--- config.mk ---
export PLATFORM = sky130hd
export DESIGN_NAME = sci_slave_burst
export DESIGN_NICKNAME = d
export VERILOG_FILES = /design/src/rtl/sci_slave_burst.sv
export SDC_FILE = /design/constraint.sdc
export NUM_CORES = 1
export LEC_CHECK = 0
export CAP_MARGIN = 10
export CORE_MARGIN = 2
export CORE_UTILIZATION = 48
export DETAILED_ROUTE_END_ITERATION = 12
export HOLD_SLACK_MARGIN = 0.05
export PLACE_DENSITY = 0.85
export REMOVE_ABC_BUFFERS = 1
export SLEW_MARGIN = 20
export SYNTH_ARGS = -nofsm -noshare
export SYNTH_HDL_FRONTEND = slang
export SYNTH_SLANG_ARGS = --single-unit
--- constraint.sdc ---
create_clock -name CLK -period 2 [get_ports CLK]
set_clock_uncertainty 0.2 [all_clocks]
set_input_delay 0.6 -clock CLK [delete_from_list [all_inputs] [get_ports CLK]]
set_output_delay 0.6 -clock CLK [all_outputs]
set_load 0.03 [all_outputs]
--- src/rtl/sci_slave_burst.sv ---
`timescale 1ns/1ps
// ---------------------------------------------------------------------------
// sci_slave_burst
// Bit-serial control interface slave. Turns a serial master request into
// native-interface register reads and writes. Supports bursts with address
// auto-increment, an NI response timeout with an error pulse, and abort when
// the master releases chip select early.
//
// Frame on SCI_REQ (one bit per CLK, MSB-first fields):
//   WnR | LEN[BURST_BITS] | ADDR[ADDR_WIDTH] | (write) DATA[DATA_WIDTH] per beat
// A burst is LEN+1 beats. The address wraps modulo 2^ADDR_WIDTH.
// ---------------------------------------------------------------------------
module sci_slave_burst #(
    parameter int ADDR_WIDTH = 8,
    parameter int DATA_WIDTH = 8,
    parameter int BURST_BITS = 2,
    parameter int TIMEOUT    = 15
) (
    input  logic                  CLK,
    input  logic                  RSTN,
    input  logic                  SCI_CSN,
    input  logic                  SCI_REQ,
    output logic                  SCI_RESP,
    output logic                  SCI_ACK,
    output logic                  SCI_ERR,
    output logic                  NI_WREQ,
    output logic [ADDR_WIDTH-1:0] NI_WADDR,
    output logic [DATA_WIDTH-1:0] NI_WDATA,
    input  logic                  NI_WACK,
    output logic                  NI_RREQ,
    output logic [ADDR_WIDTH-1:0] NI_RADDR,
    input  logic [DATA_WIDTH-1:0] NI_RDATA,
    input  logic                  NI_RVALID,
    output logic                  BUSY
);

    // Bit counter must cover the header and one data word.
    localparam int CNT_W = $clog2(BURST_BITS + ADDR_WIDTH + DATA_WIDTH + 1);
    localparam int TMO_W = $clog2(TIMEOUT + 1);

    localparam logic [CNT_W-1:0] LEN_BITS  = CNT_W'(BURST_BITS);
    localparam logic [CNT_W-1:0] HDR_LAST  = CNT_W'(BURST_BITS + ADDR_WIDTH - 1);
    localparam logic [CNT_W-1:0] DATA_LAST = CNT_W'(DATA_WIDTH - 1);
    localparam logic [TMO_W-1:0] TMO_LIMIT = TMO_W'(TIMEOUT);

    typedef enum logic [2:0] {
        ST_IDLE   = 3'd0,
        ST_HDR    = 3'd1,
        ST_WDATA  = 3'd2,
        ST_WWAIT  = 3'd3,
        ST_RWAIT  = 3'd4,
        ST_RSHIFT = 3'd5
    } state_t;

    // Resampled pins and edge history
    logic                  csn_q;
    logic                  csn_dly_q;
    logic                  req_q;

    // FSM state and datapath registers
    state_t                state_q,  state_d;
    logic [CNT_W-1:0]      cnt_q,    cnt_d;
    logic [TMO_W-1:0]      tmo_q,    tmo_d;
    logic [ADDR_WIDTH-1:0] addr_q,   addr_d;
    logic [BURST_BITS-1:0] beat_q,   beat_d;
    logic                  wnr_q,    wnr_d;
    logic [DATA_WIDTH-1:0] wsr_q,    wsr_d;
    logic [DATA_WIDTH-1:0] piso_q,   piso_d;
    logic [DATA_WIDTH-1:0] wdata_q,  wdata_d;
    logic                  wreq_q,   wreq_d;
    logic                  rreq_q,   rreq_d;

    // Decoded events
    logic                  csn_fall_s;
    logic                  abort_s;
    logic                  tmo_hit_s;
    logic                  wack_s;
    logic                  rvalid_s;
    logic                  err_s;
    logic                  beats_left_s;

    // Edge detection on the registered chip select; abort on release mid-frame.
    always_comb begin
        csn_fall_s   = csn_dly_q & ~csn_q;
        abort_s      = (state_q != ST_IDLE) & csn_q & ~csn_dly_q;
        tmo_hit_s    = (tmo_q == TMO_LIMIT);
        beats_left_s = (beat_q != {BURST_BITS{1'b0}});
        wack_s       = (state_q == ST_WWAIT) & NI_WACK & ~abort_s;
        rvalid_s     = (state_q == ST_RWAIT) & NI_RVALID & ~abort_s;
        // An ack arriving on the limit cycle wins over the timeout.
        err_s        = ~abort_s & tmo_hit_s &
                       (((state_q == ST_WWAIT) & ~NI_WACK) |
                        ((state_q == ST_RWAIT) & ~NI_RVALID));
    end

    // Next-state and datapath updates for the transfer FSM.
    always_comb begin
        state_d = state_q;
        cnt_d   = cnt_q;
        tmo_d   = tmo_q;
        addr_d  = addr_q;
        beat_d  = beat_q;
        wnr_d   = wnr_q;
        wsr_d   = wsr_q;
        piso_d  = piso_q;
        wdata_d = wdata_q;
        wreq_d  = 1'b0;
        rreq_d  = 1'b0;

        if (abort_s) begin
            state_d = ST_IDLE;
        end else begin
            case (state_q)
                ST_IDLE: begin
                    if (csn_fall_s) begin
                        wnr_d   = req_q;
                        cnt_d   = CNT_W'(0);
                        state_d = ST_HDR;
                    end else begin
                        state_d = ST_IDLE;
                    end
                end

                ST_HDR: begin
                    // Length field first, then the start address.
                    if (cnt_q < LEN_BITS) begin
                        beat_d = BURST_BITS'({beat_q, req_q});
                    end else begin
                        addr_d = ADDR_WIDTH'({addr_q, req_q});
                    end
                    if (cnt_q == HDR_LAST) begin
                        cnt_d = CNT_W'(0);
                        tmo_d = TMO_W'(0);
                        if (wnr_q) begin
                            state_d = ST_WDATA;
                        end else begin
                            rreq_d  = 1'b1;
                            state_d = ST_RWAIT;
                        end
                    end else begin
                        cnt_d = cnt_q + CNT_W'(1);
                    end
                end

                ST_WDATA: begin
                    wsr_d = DATA_WIDTH'({wsr_q, req_q});
                    if (cnt_q == DATA_LAST) begin
                        wdata_d = wsr_d;
                        wreq_d  = 1'b1;
                        tmo_d   = TMO_W'(0);
                        cnt_d   = CNT_W'(0);
                        state_d = ST_WWAIT;
                    end else begin
                        cnt_d = cnt_q + CNT_W'(1);
                    end
                end

                ST_WWAIT: begin
                    if (NI_WACK) begin
                        if (beats_left_s) begin
                            addr_d  = addr_q + ADDR_WIDTH'(1);
                            beat_d  = beat_q - BURST_BITS'(1);
                            cnt_d   = CNT_W'(0);
                            state_d = ST_WDATA;
                        end else begin
                            state_d = ST_IDLE;
                        end
                    end else if (tmo_hit_s) begin
                        state_d = ST_IDLE;
                    end else begin
                        tmo_d = tmo_q + TMO_W'(1);
                    end
                end

                ST_RWAIT: begin
                    if (NI_RVALID) begin
                        piso_d  = NI_RDATA;
                        cnt_d   = CNT_W'(0);
                        state_d = ST_RSHIFT;
                    end else if (tmo_hit_s) begin
                        state_d = ST_IDLE;
                    end else begin
                        tmo_d = tmo_q + TMO_W'(1);
                    end
                end

                ST_RSHIFT: begin
                    piso_d = DATA_WIDTH'({piso_q, 1'b0});
                    if (cnt_q == DATA_LAST) begin
                        cnt_d = CNT_W'(0);
                        if (beats_left_s) begin
                            addr_d  = addr_q + ADDR_WIDTH'(1);
                            beat_d  = beat_q - BURST_BITS'(1);
                            tmo_d   = TMO_W'(0);
                            rreq_d  = 1'b1;
                            state_d = ST_RWAIT;
                        end else begin
                            state_d = ST_IDLE;
                        end
                    end else begin
                        cnt_d = cnt_q + CNT_W'(1);
                    end
                end

                default: begin
                    state_d = ST_IDLE;
                end
            endcase
        end
    end

    // Pin resampling, FSM state and datapath registers with synchronous reset.
    always_ff @(posedge CLK) begin
        if (!RSTN) begin
            csn_q     <= 1'b0;
            csn_dly_q <= 1'b0;
            req_q     <= 1'b0;
            state_q   <= ST_IDLE;
            cnt_q     <= CNT_W'(0);
            tmo_q     <= TMO_W'(0);
            addr_q    <= {ADDR_WIDTH{1'b0}};
            beat_q    <= {BURST_BITS{1'b0}};
            wnr_q     <= 1'b0;
            wsr_q     <= {DATA_WIDTH{1'b0}};
            piso_q    <= {DATA_WIDTH{1'b0}};
            wdata_q   <= {DATA_WIDTH{1'b0}};
            wreq_q    <= 1'b0;
            rreq_q    <= 1'b0;
        end else begin
            csn_q     <= SCI_CSN;
            csn_dly_q <= csn_q;
            req_q     <= SCI_REQ;
            state_q   <= state_d;
            cnt_q     <= cnt_d;
            tmo_q     <= tmo_d;
            addr_q    <= addr_d;
            beat_q    <= beat_d;
            wnr_q     <= wnr_d;
            wsr_q     <= wsr_d;
            piso_q    <= piso_d;
            wdata_q   <= wdata_d;
            wreq_q    <= wreq_d;
            rreq_q    <= rreq_d;
        end
    end

    // Output mapping: NI side from registers, SCI acks decoded from state.
    always_comb begin
        NI_WREQ  = wreq_q;
        NI_RREQ  = rreq_q;
        NI_WADDR = addr_q;
        NI_RADDR = addr_q;
        NI_WDATA = wdata_q;
        BUSY     = (state_q != ST_IDLE);
        SCI_ACK  = wack_s | ((state_q == ST_RSHIFT) & ~abort_s);
        SCI_RESP = (state_q == ST_RSHIFT) & ~abort_s & piso_q[DATA_WIDTH-1];
        SCI_ERR  = err_s;
    end

    // rvalid_s is kept as a named decode for the read-side ack path.
    logic unused_s;
    always_comb begin
        unused_s = rvalid_s;
    end

endmodule

==> flow_metrics.env, run 1 <==
export IMPL_multiInputGateArea_mm2=0.00180
export IMPL_power_density_mw_per_mm2=488
export IMPL_num_rows=27
export IMPL_synth_edf_count=0
export IMPL_dieArea_mm2=0.00644
export IMPL_synth_area_leaders="dfxtp_1 (37%), mux2i_1 (7.9%), nor2_1 (6.2%)"
export IMPL_clk_insertion_delay_late_ns=0.31
export IMPL_tightestPinTransition_ns=0.473
export IMPL_antenna_cells=0
export IMPL_n_fill_cell=383
export IMPL_slew_violations=0
export IMPL_gr_usage_all_layers=0.237
export IMPL_p_leak_nw=1.82
export IMPL_critPathCaptureType="flop"
export IMPL_syn_cell_area_mm2=0.00279
export IMPL_grt_max_degree=26
export IMPL_viasPerCell=5.85
export IMPL_cts_buffer_depth=2
export IMPL_syn_inst=336
export IMPL_synth_distinct_cells=58
export IMPL_required_ns=2.01
export IMPL_rsz0062_at_grt="yes"
export IMPL_ctsHtreeMaxLevel=2
export IMPL_core_area_mm2=0.00557
export IMPL_drv_cap=0
export IMPL_drc=0
export IMPL_r2r_start="state_q[0]"
export IMPL_ios=44
export IMPL_cts_root_buf="clkbuf_8"
export IMPL_async_flop_share=0
export IMPL_grt_pass1_wl_mm=12.2
export IMPL_synth_top_area_share=0.366
export IMPL_layout_nets=451
export IMPL_ff_latch_area_mm2=0.00105
export IMPL_cts_tree="yes"
export IMPL_routed_wl_mm=8.40
export IMPL_yosys_top_cells_count="dfxtp_1 (51), nor2_1 (46), nand2_1 (27)"
export IMPL_run_status="finished with violations"
export IMPL_stdcell_area_mm2=0.00411
export IMPL_cp_startpoint="state_q[0]"
export IMPL_place_ws_ns=-0.608
export IMPL_ir_drop_mv=0.324
export IMPL_die_w_um=80.3
export IMPL_drive_gt1_frac=0.330
export IMPL_grt_ovfl_total=0
export IMPL_seq_area_frac_synth=0.366
export IMPL_hpwl_mm=4.75
export IMPL_cp_start_kind="flop"
export IMPL_layout_setup_ws_ns=-0.337
export IMPL_yosysWarnings=0
export IMPL_fmax_ghz=0.428
export IMPL_initial_core_util=0.501
export IMPL_first_pass_iters=5
export IMPL_synth_seq_cells=51
export IMPL_syn_avg_cell_area_um2=8.31
export IMPL_hold_violations=0
export IMPL_ant_nets=0
export IMPL_worst_path_max_fanout=6
export IMPL_relSlewSlack=0.683
export IMPL_synth_top_cell_by_area="dfxtp_1"
export IMPL_first_global_vias=2673
export IMPL_crit_type="reg -> reg"
export IMPL_setup_viol=20
export IMPL_die_y_um=80.3
export IMPL_gp_congestion=0.889
export IMPL_place_area_mm2=0.00358
export IMPL_numCtsBuffers=5
export IMPL_clkSlewWorstSetupHoldPaths_ns=0.10
export IMPL_min_path_type="reg -> reg"
export IMPL_ys_flop_type="dfxtp_1"
export IMPL_violations="negative setup slack"
export IMPL_port_buffers=43
export IMPL_cp_arrival_ns=2.35
export IMPL_synth_most_common_cell="dfxtp_1"
export IMPL_wl_per_cell_um=16.6
export IMPL_post_route_period_util=1.17
export IMPL_min_period_ns=2.34
export IMPL_drtIter0Drc=236
export IMPL_hold_start="tmo_q[0]"
export IMPL_cts_sinks=51
export IMPL_antenna_found_initial=0
export IMPL_dr_total_vias=2955
export IMPL_area_growth_syn_to_layout_pct=47.2
[routing by layer]
metal,GRT usage,vias up,wire length [µm]
met4,0.0847,0,321
met5,0,-,0
met2,0.411,128,4180
met1,0.292,1411,3350
met3,0.0461,34,556
li1,-,1382,-
[cells by family (layout without fill, tap and decap cells)]
family,after synthesis,after routing,share of synthesized area
buffers and inverters,39,136,0.0780
DFF,51,51,0.366
and+or+nand+nor,138,138,0.259
AOI/OAI and AO/OA,80,80,0.192
muxes,22,22,0.0789
adders and majority gates,6,6,0.0264
[registers in the layout, summed over array words and instances, names as in the netlist]
register   count
NI_RADDR       8
NI_WDATA       8
piso_q         8
wsr_q          7
cnt_q          5
tmo_q          4
state_q        3
beat_q         2
NI_RREQ        1
NI_WREQ        1
csn_dly_q      1
csn_q          1
req_q          1
wnr_q          1
[where the power goes]
part / switching (mW) / total, mW / internal (mW)
clock network: 0.380 / 0.757 / 0.378
registers: 0.00571 / 1.02 / 1.01
logic: 0.114 / 0.230 / 0.116
[cells in the final DEF, fill, tap and decap left out, types with 5 or more instances in the layout]
master	instances
a211oi_1	9
a21oi_1	12
and3_1	5
buf_4	64
buf_6	16
clkbuf_8	5
clkdlybuf4s50_1	11
dfxtp_1	42
dfxtp_4	6
dlygate4sd2_1	23
inv_1	8
mux2i_1	22
nand2_1	25
nand2b_1	9
nand3_1	9
nor2_1	45
o21ai_0	12
[critical path, stage by stage (launching register included)]
cell and delay, ns:
dfxtp_4 0.38, or3_4 0.42, buf_4 0.15, buf_6 0.10
maj3_2 0.31, and3_4 0.20, buf_4 0.15, nor2b_4 0.12
a32o_1 0.20
[per-stage QoR]
step                       util  hold slack [ns]  total power, mW  setup TNS [ns]  instances
after floorplan               -            0.245             1.13           -9.04        307
final                     0.738            0.279             2.01           -3.09        505
after global routing      0.738            0.284             2.07           -3.97        505
after detailed placement  0.642            0.267             1.23          -11.15        482
after global placement    0.642            0.252             1.23          -10.35        482
after CTS                 0.696            0.283             1.99           -1.49        498
[repair_timing]
action / CTS / global route
pin swaps: 12 / 11
setup buffers: 8 / 7
setup endpoints to repair: 48 / 32
hold buffers: 0 / 0
gates resized for setup: 68 / 40
[cell type report]
cell class | instances | share of cell area
tap | 72 | 0.0219
sequential | 51 | 0.255
multi-input combinational | 246 | 0.437
inverter | 10 | 0.00913
clock inverter | 3 | 0.0113
clock buffer | 5 | 0.0167
timing repair buffer | 118 | 0.249
[worst paths after layout]
| path | to | slack, ns | depth (start not counted) |
|---|---|---|---|
| setup / recovery | cnt_q[3] | -0.34 | 8 |
| hold / removal | tmo_q[0] | 0.28 | 1 |
| setup reg to reg | cnt_q[3] | -0.34 | 8 |
| hold reg to reg | tmo_q[0] | 0.28 | 1 |
(Power assumes the default switching activity.)
==> inputs of run 2 (changes only) <==
Settings changed: HOLD_SLACK_MARGIN 0.05 to 0.12.
==> results of run 2 <==
No change in the layout: final DEF, timing and power equal those of run 1.
